===== src/rtl/ddr_line_responder.sv =====
// Turns cache line read/write requests into single-beat commands on a MIG-style
// native app interface and returns a one-cycle fin pulse per request.
module ddr_line_responder #(
    parameter int ADDR_W = 27,
    parameter int DATA_W = 128
) (
    input  logic              clk,
    input  logic              rstn,
    input  logic [ADDR_W-1:0] cache2DDR_rd_addr,
    input  logic              cache2DDR_rd_en,
    output logic              DDR2cache_rd_fin,
    output logic [DATA_W-1:0] DDR2cache_rd_data,
    input  logic [ADDR_W-1:0] cache2DDR_wr_addr,
    input  logic [DATA_W-1:0] cache2DDR_wr_data,
    input  logic              cache2DDR_wr_en,
    output logic              DDR2cache_wr_fin,
    input  logic              init_calib_complete,
    output logic [ADDR_W-1:0] app_addr,
    output logic [2:0]        app_cmd,
    output logic              app_en,
    input  logic              app_rdy,
    output logic [DATA_W-1:0] app_wdf_data,
    output logic              app_wdf_wren,
    output logic              app_wdf_end,
    input  logic              app_wdf_rdy,
    input  logic [DATA_W-1:0] app_rd_data,
    input  logic              app_rd_data_valid
);

    typedef enum logic [1:0] {
        IDLE    = 2'd0,
        WR      = 2'd1,
        RD_CMD  = 2'd2,
        RD_WAIT = 2'd3
    } state_t;

    localparam logic [2:0] CMD_WR = 3'b000;
    localparam logic [2:0] CMD_RD = 3'b001;

    // A 16-byte line maps to 8 consecutive 16-bit DRAM columns.
    function automatic logic [ADDR_W-1:0] line_to_col(input logic [ADDR_W-5:0] line_idx);
        return {1'b0, line_idx, 3'b000};
    endfunction

    state_t              state_r, state_s;
    logic [ADDR_W-1:0]   app_addr_r, app_addr_s;
    logic [2:0]          app_cmd_r, app_cmd_s;
    logic                app_en_r, app_en_s;
    logic [DATA_W-1:0]   wdf_data_r, wdf_data_s;
    logic                wdf_wren_r, wdf_wren_s;
    logic [DATA_W-1:0]   rd_data_r, rd_data_s;
    logic                rd_fin_r, rd_fin_s;
    logic                wr_fin_r, wr_fin_s;
    logic                cmd_done_r, cmd_done_s;
    logic                data_done_r, data_done_s;
    logic                rd_armed_r, rd_armed_s;
    logic                wr_armed_r, wr_armed_s;
    logic                fin_busy_s;
    logic                rd_elig_s;
    logic                wr_elig_s;
    logic                unused_s;

    assign unused_s   = ^{cache2DDR_rd_addr[3:0], cache2DDR_wr_addr[3:0]};
    assign fin_busy_s = rd_fin_r | wr_fin_r;
    assign rd_elig_s  = cache2DDR_rd_en & rd_armed_r & init_calib_complete & ~fin_busy_s;
    assign wr_elig_s  = cache2DDR_wr_en & wr_armed_r & init_calib_complete & ~fin_busy_s;

    // Next-state and next-output logic for the transaction FSM and arming flags.
    always_comb begin
        state_s     = state_r;
        app_addr_s  = app_addr_r;
        app_cmd_s   = app_cmd_r;
        app_en_s    = app_en_r;
        wdf_data_s  = wdf_data_r;
        wdf_wren_s  = wdf_wren_r;
        rd_data_s   = rd_data_r;
        rd_fin_s    = 1'b0;
        wr_fin_s    = 1'b0;
        cmd_done_s  = cmd_done_r;
        data_done_s = data_done_r;
        case (state_r)
            IDLE: begin
                // Write has priority so a coincident read observes the new line.
                if (wr_elig_s) begin
                    app_addr_s  = line_to_col(cache2DDR_wr_addr[ADDR_W-1:4]);
                    app_cmd_s   = CMD_WR;
                    app_en_s    = 1'b1;
                    wdf_data_s  = cache2DDR_wr_data;
                    wdf_wren_s  = 1'b1;
                    cmd_done_s  = 1'b0;
                    data_done_s = 1'b0;
                    state_s     = WR;
                end else if (rd_elig_s) begin
                    app_addr_s = line_to_col(cache2DDR_rd_addr[ADDR_W-1:4]);
                    app_cmd_s  = CMD_RD;
                    app_en_s   = 1'b1;
                    state_s    = RD_CMD;
                end else begin
                    state_s = IDLE;
                end
            end
            WR: begin
                cmd_done_s  = cmd_done_r | (app_en_r & app_rdy);
                data_done_s = data_done_r | (wdf_wren_r & app_wdf_rdy);
                app_en_s    = app_en_r & ~app_rdy;
                wdf_wren_s  = wdf_wren_r & ~app_wdf_rdy;
                if (cmd_done_s && data_done_s) begin
                    wr_fin_s    = 1'b1;
                    cmd_done_s  = 1'b0;
                    data_done_s = 1'b0;
                    state_s     = IDLE;
                end else begin
                    state_s = WR;
                end
            end
            RD_CMD: begin
                if (app_rdy) begin
                    app_en_s = 1'b0;
                    state_s  = RD_WAIT;
                end else begin
                    app_en_s = 1'b1;
                    state_s  = RD_CMD;
                end
            end
            RD_WAIT: begin
                if (app_rd_data_valid) begin
                    rd_data_s = app_rd_data;
                    rd_fin_s  = 1'b1;
                    state_s   = IDLE;
                end else begin
                    state_s = RD_WAIT;
                end
            end
            default: begin
                state_s    = IDLE;
                app_en_s   = 1'b0;
                wdf_wren_s = 1'b0;
            end
        endcase

        // A level request held past its fin is not re-served until it drops.
        if (!cache2DDR_rd_en) begin
            rd_armed_s = 1'b1;
        end else if (rd_fin_s) begin
            rd_armed_s = 1'b0;
        end else begin
            rd_armed_s = rd_armed_r;
        end
        if (!cache2DDR_wr_en) begin
            wr_armed_s = 1'b1;
        end else if (wr_fin_s) begin
            wr_armed_s = 1'b0;
        end else begin
            wr_armed_s = wr_armed_r;
        end
    end

    // State and output registers with synchronous active-low reset.
    always_ff @(posedge clk) begin
        if (!rstn) begin
            state_r     <= IDLE;
            app_addr_r  <= {ADDR_W{1'b0}};
            app_cmd_r   <= CMD_RD;
            app_en_r    <= 1'b0;
            wdf_data_r  <= {DATA_W{1'b0}};
            wdf_wren_r  <= 1'b0;
            rd_data_r   <= {DATA_W{1'b0}};
            rd_fin_r    <= 1'b0;
            wr_fin_r    <= 1'b0;
            cmd_done_r  <= 1'b0;
            data_done_r <= 1'b0;
            rd_armed_r  <= 1'b1;
            wr_armed_r  <= 1'b1;
        end else begin
            state_r     <= state_s;
            app_addr_r  <= app_addr_s;
            app_cmd_r   <= app_cmd_s;
            app_en_r    <= app_en_s;
            wdf_data_r  <= wdf_data_s;
            wdf_wren_r  <= wdf_wren_s;
            rd_data_r   <= rd_data_s;
            rd_fin_r    <= rd_fin_s;
            wr_fin_r    <= wr_fin_s;
            cmd_done_r  <= cmd_done_s;
            data_done_r <= data_done_s;
            rd_armed_r  <= rd_armed_s;
            wr_armed_r  <= wr_armed_s;
        end
    end

    assign app_addr          = app_addr_r;
    assign app_cmd           = app_cmd_r;
    assign app_en            = app_en_r;
    assign app_wdf_data      = wdf_data_r;
    assign app_wdf_wren      = wdf_wren_r;
    assign app_wdf_end       = wdf_wren_r;
    assign DDR2cache_rd_data = rd_data_r;
    assign DDR2cache_rd_fin  = rd_fin_r;
    assign DDR2cache_wr_fin  = wr_fin_r;

endmodule


===== config.mk =====
export PLATFORM = sky130hd
export DESIGN_NAME = ddr_line_responder
export DESIGN_NICKNAME = d
export VERILOG_FILES = /design/src/rtl/ddr_line_responder.sv
export SDC_FILE = /design/constraint.sdc
export NUM_CORES = 1
export LEC_CHECK = 0
export BUFFER_PORTS_ARGS = -buffer_cell sky130_fd_sc_hd__buf_2
export CAP_MARGIN = 20
export CORE_AREA = 3 3 234 236
export CTS_CLUSTER_SIZE = 25
export DETAILED_ROUTE_END_ITERATION = 10
export DIE_AREA = 0 0 237 239
export SYNTH_ARGS = -nofsm -noshare
export SYNTH_HDL_FRONTEND = slang
export SYNTH_SLANG_ARGS = --single-unit

===== constraint.sdc =====
create_clock -name clk -period 4.6 [get_ports clk]
set_input_delay 0.46 -clock clk [delete_from_list [all_inputs] [get_ports clk]]
set_output_delay 0.46 -clock clk [all_outputs]
set_load 0.005 [all_outputs]

==> flow_summary.yaml <==
routing:
  wl_per_cell_um: 15.64
  drt-initial-drc-count: 522
  vias: 11697
  finalWirelength_um: 40160
  drtPass1Iterations: 5
  final_antenna_net_count: 0
  drc: 0
  routed_via_density: 4.557
global_routing:
  grt_pass1_vias: 10927
  grt_pass1_wl_um: 60160
  gr-total-overflow: 0
  antenna_found_initial: 3
  grt_max_degree: 141
  grt_usage_pct: 12.77
synthesis:
  synthFlopType: "dfxtp_1"
  synthArstFlopShare_pct: 0
  avgSynthCellArea_um2: 8.246
  synth_seq_area_share_pct: 52.35
  synth_edf_count: 0
  synth_seq_cells: 290
  yosysUniqueCellTypes: 41
  synthCells: 1345
  yosys_warnings: 0
  synth_area_um2: 11090
min_path:
  holdPathEnd: "app_wdf_end"
  hold_start: "app_wdf_rdy"
  hold_depth: 2
  min_path_type: "primary input to flip-flop"
sta:
  period_minus_slack_ns: 2.685
  fmaxAchievable_mhz: 372.5
  fin_tns_setup_ns: 0
  finClkSkew_ns: 0.03778
  setup_viol: 0
  hold_ws_ns: 0.07413
  hold_violations: 0
  slew_viol_final: 0
  tightest_slew_ns: 1.026
  rsz0062_at_grt: "no"
  relSlewSlack_pct: 31.62
  min_period_over_period_pct: 58.36
clocking:
  insertion_delay_ns: 0.60
  cts_tree: "built"
  cts_resized: 0
  hold_buffers: 0
  path_clk_slew_ns: 0.07
  clkSinkCount: 290
  cts_setup_buffers: 0
  clockBufferDepth: 3
  cts.root.buffer_cell: "clkbuf_16"
  cts_buffers: 31
  htreeDepth: 1
setup_path:
  rr_worst_depth: 6
  reg2reg_to: "app_wdf_data[7]"
  r2r_setup_slack_ns: 1.92
  worstPathRequired_ns: 5.02
  critical_path_class: "flip-flop to flip-flop"
  start_kind: "flip-flop"
  cp_max_fo: 70
  critPathCaptureType: "flip-flop"
  arrival_ns: 3.10
  reg2reg_from: "state_r[1]"
finish:
  regArea_um2: 5806
  multi_input_area_um2: 4678
  final_nets: 2176
  layout-drive-gt1-share_pct: 35.78
  synthToLayoutAreaGrowth_pct: 39.80
  fillers: 5646
floorplan:
  die_y_um: 239
  start_util_pct: 21.06
  die_area_um2: 56640
  core_region_area_um2: 52660
  rows: 84
  die_w_um: 237
  num_io_pins: 609
run:
  drv_cap: 0
pwr:
  power_density_nw_per_um2: 363.4
  vdd_ir_drop_max_mv: 0.2647
  p_leak_uw: 0.006856
status:
  status: "finished clean"
placement:
  post-dp-hpwl_um: 28310
  place.gp.congestion: 0.8328
  port_buffers: 594
-- cell families (layout without fill, tap and decap cells) --
kind of cell | Yosys count | after routing | share of synthesized area [%]
buffers and inverters | 145 | 673 | 6.002
adders and majority gates | 4 | 4 | 0.4513
DFF | 290 | 290 | 52.35
other | 1 | 7 | 0.03381
muxes | 3 | 3 | 0.2820
and+or+nand+nor | 432 | 432 | 17.33
AOI/OAI and AO/OA | 470 | 470 | 23.56
-- cells in the final DEF (no fill, tap or decap), types with 2 or more instances in the layout --
| cell type | n |
|---|---|
| buf_2 | 594 |
| dfxtp_1 | 290 |
| a21oi_1 | 260 |
| nand2_1 | 260 |
| o21ai_0 | 132 |
| nand3_1 | 131 |
| clkbuf_16 | 31 |
| o21bai_1 | 24 |
| a21boi_0 | 23 |
| and3_1 | 23 |
| o311a_1 | 23 |
| buf_4 | 16 |
| clkbuf_8 | 8 |
| clkbuf_1 | 7 |
| clkinv_2 | 7 |
| conb_1 | 6 |
| ha_1 | 4 |
| inv_1 | 3 |
| and2_4 | 2 |
| nand2_4 | 2 |
| a221oi_1 | 2 |
| nand4b_1 | 2 |
| mux2i_1 | 2 |
| buf_12 | 2 |
-- worst max path at each step --
stage,start,end,slack (ns)
after global placement,state_r[0],app_wdf_data[32],2.07
after CTS,state_r[1],app_wdf_data[7],1.92
after detailed placement,state_r[1],app_wdf_data[18],2.00
after floorplan,state_r[0],app_en,3.00
final,state_r[1],app_wdf_data[7],1.92
after global routing,state_r[0],app_wdf_data[18],1.67
-- cell type report --
| class | instances | area share, % |
|---|---|---|
| multi-input combinational | 915 | 30.17 |
| sequential | 290 | 37.44 |
| clock buffer | 46 | 5.883 |
| antenna | 1 | 0.01614 |
| inverter | 4 | 0.1453 |
| timing repair buffer | 612 | 20.21 |
| tap | 688 | 5.552 |
| clock inverter | 11 | 0.5810 |
-- report_power, final --
part           internal, µW  switching [µW]
Sequential             2590            35.2
Combinational           241             306
Clock                  1420            1040
-- stage by stage --
step                util, %  instance area, µm²  total power [µW]  cells  setup slack, ns
floorplan                 -               11110              2951   1350            2.999
global placement      27.54               14500              3218   2509            2.066
detailed placement    27.54               14500              3230   2509            1.997
CTS                   29.44               15500              5729   2566            1.917
global route          29.45               15500              5877   2567            1.671
finish                29.45               15500              5635   2567            1.915
-- registers in the layout, summed over array words and instances (netlist names) --
| name | count |
|---|---|
| app_wdf_end | 1 |
| app_wdf_data | 128 |
| data_done_r | 1 |
| DDR2cache_rd_fin | 1 |
| DDR2cache_rd_data | 128 |
| app_cmd | 1 |
| wr_armed_r | 1 |
| rd_armed_r | 1 |
| DDR2cache_wr_fin | 1 |
| state_r | 2 |
| app_addr | 23 |
| app_en | 1 |
| cmd_done_r | 1 |
-- per-layer routing --
metal	wire length, µm	global-route usage, %	vias up
met2	19650	21.98	491
met1	15730	15.30	5465
li1	-	-	5661
met3	3418	3.669	76
met4	1339	4.215	4
met5	17	0	-
-- worst max-delay path, cell delays in order, from the launching register on --
cell	delay (ns)
dfxtp_1	0.33
inv_1	0.09
ha_1	0.34
nand4bb_4	0.75
buf_4	0.58
o21ai_0	0.25
a21oi_1	0.11
-- synthesized netlist by cell type, types with 2 or more instances --
library cell / instances / area [µm²]
buf_6: 3 / 33.78
a21boi_0: 23 / 172.7
nand3_1: 131 / 655.6
o21bai_1: 24 / 180.2
and3_1: 23 / 143.9
a21oi_1: 260 / 1301
nand4b_1: 2 / 17.52
nand2_1: 262 / 983.4
dfxtp_1: 290 / 5806
o21ai_0: 132 / 660.6
buf_4: 12 / 90.09
buf_2: 37 / 185.2
buf_1: 2 / 7.510
ha_1: 4 / 50.05
clkbuf_1: 81 / 304.0
and2_1: 3 / 18.77
inv_1: 3 / 11.26
mux2i_1: 2 / 20.02
clkbuf_2: 6 / 30.03
a221oi_1: 2 / 17.52
o311a_1: 23 / 230.2
Power figures use the tool's default switching activity.
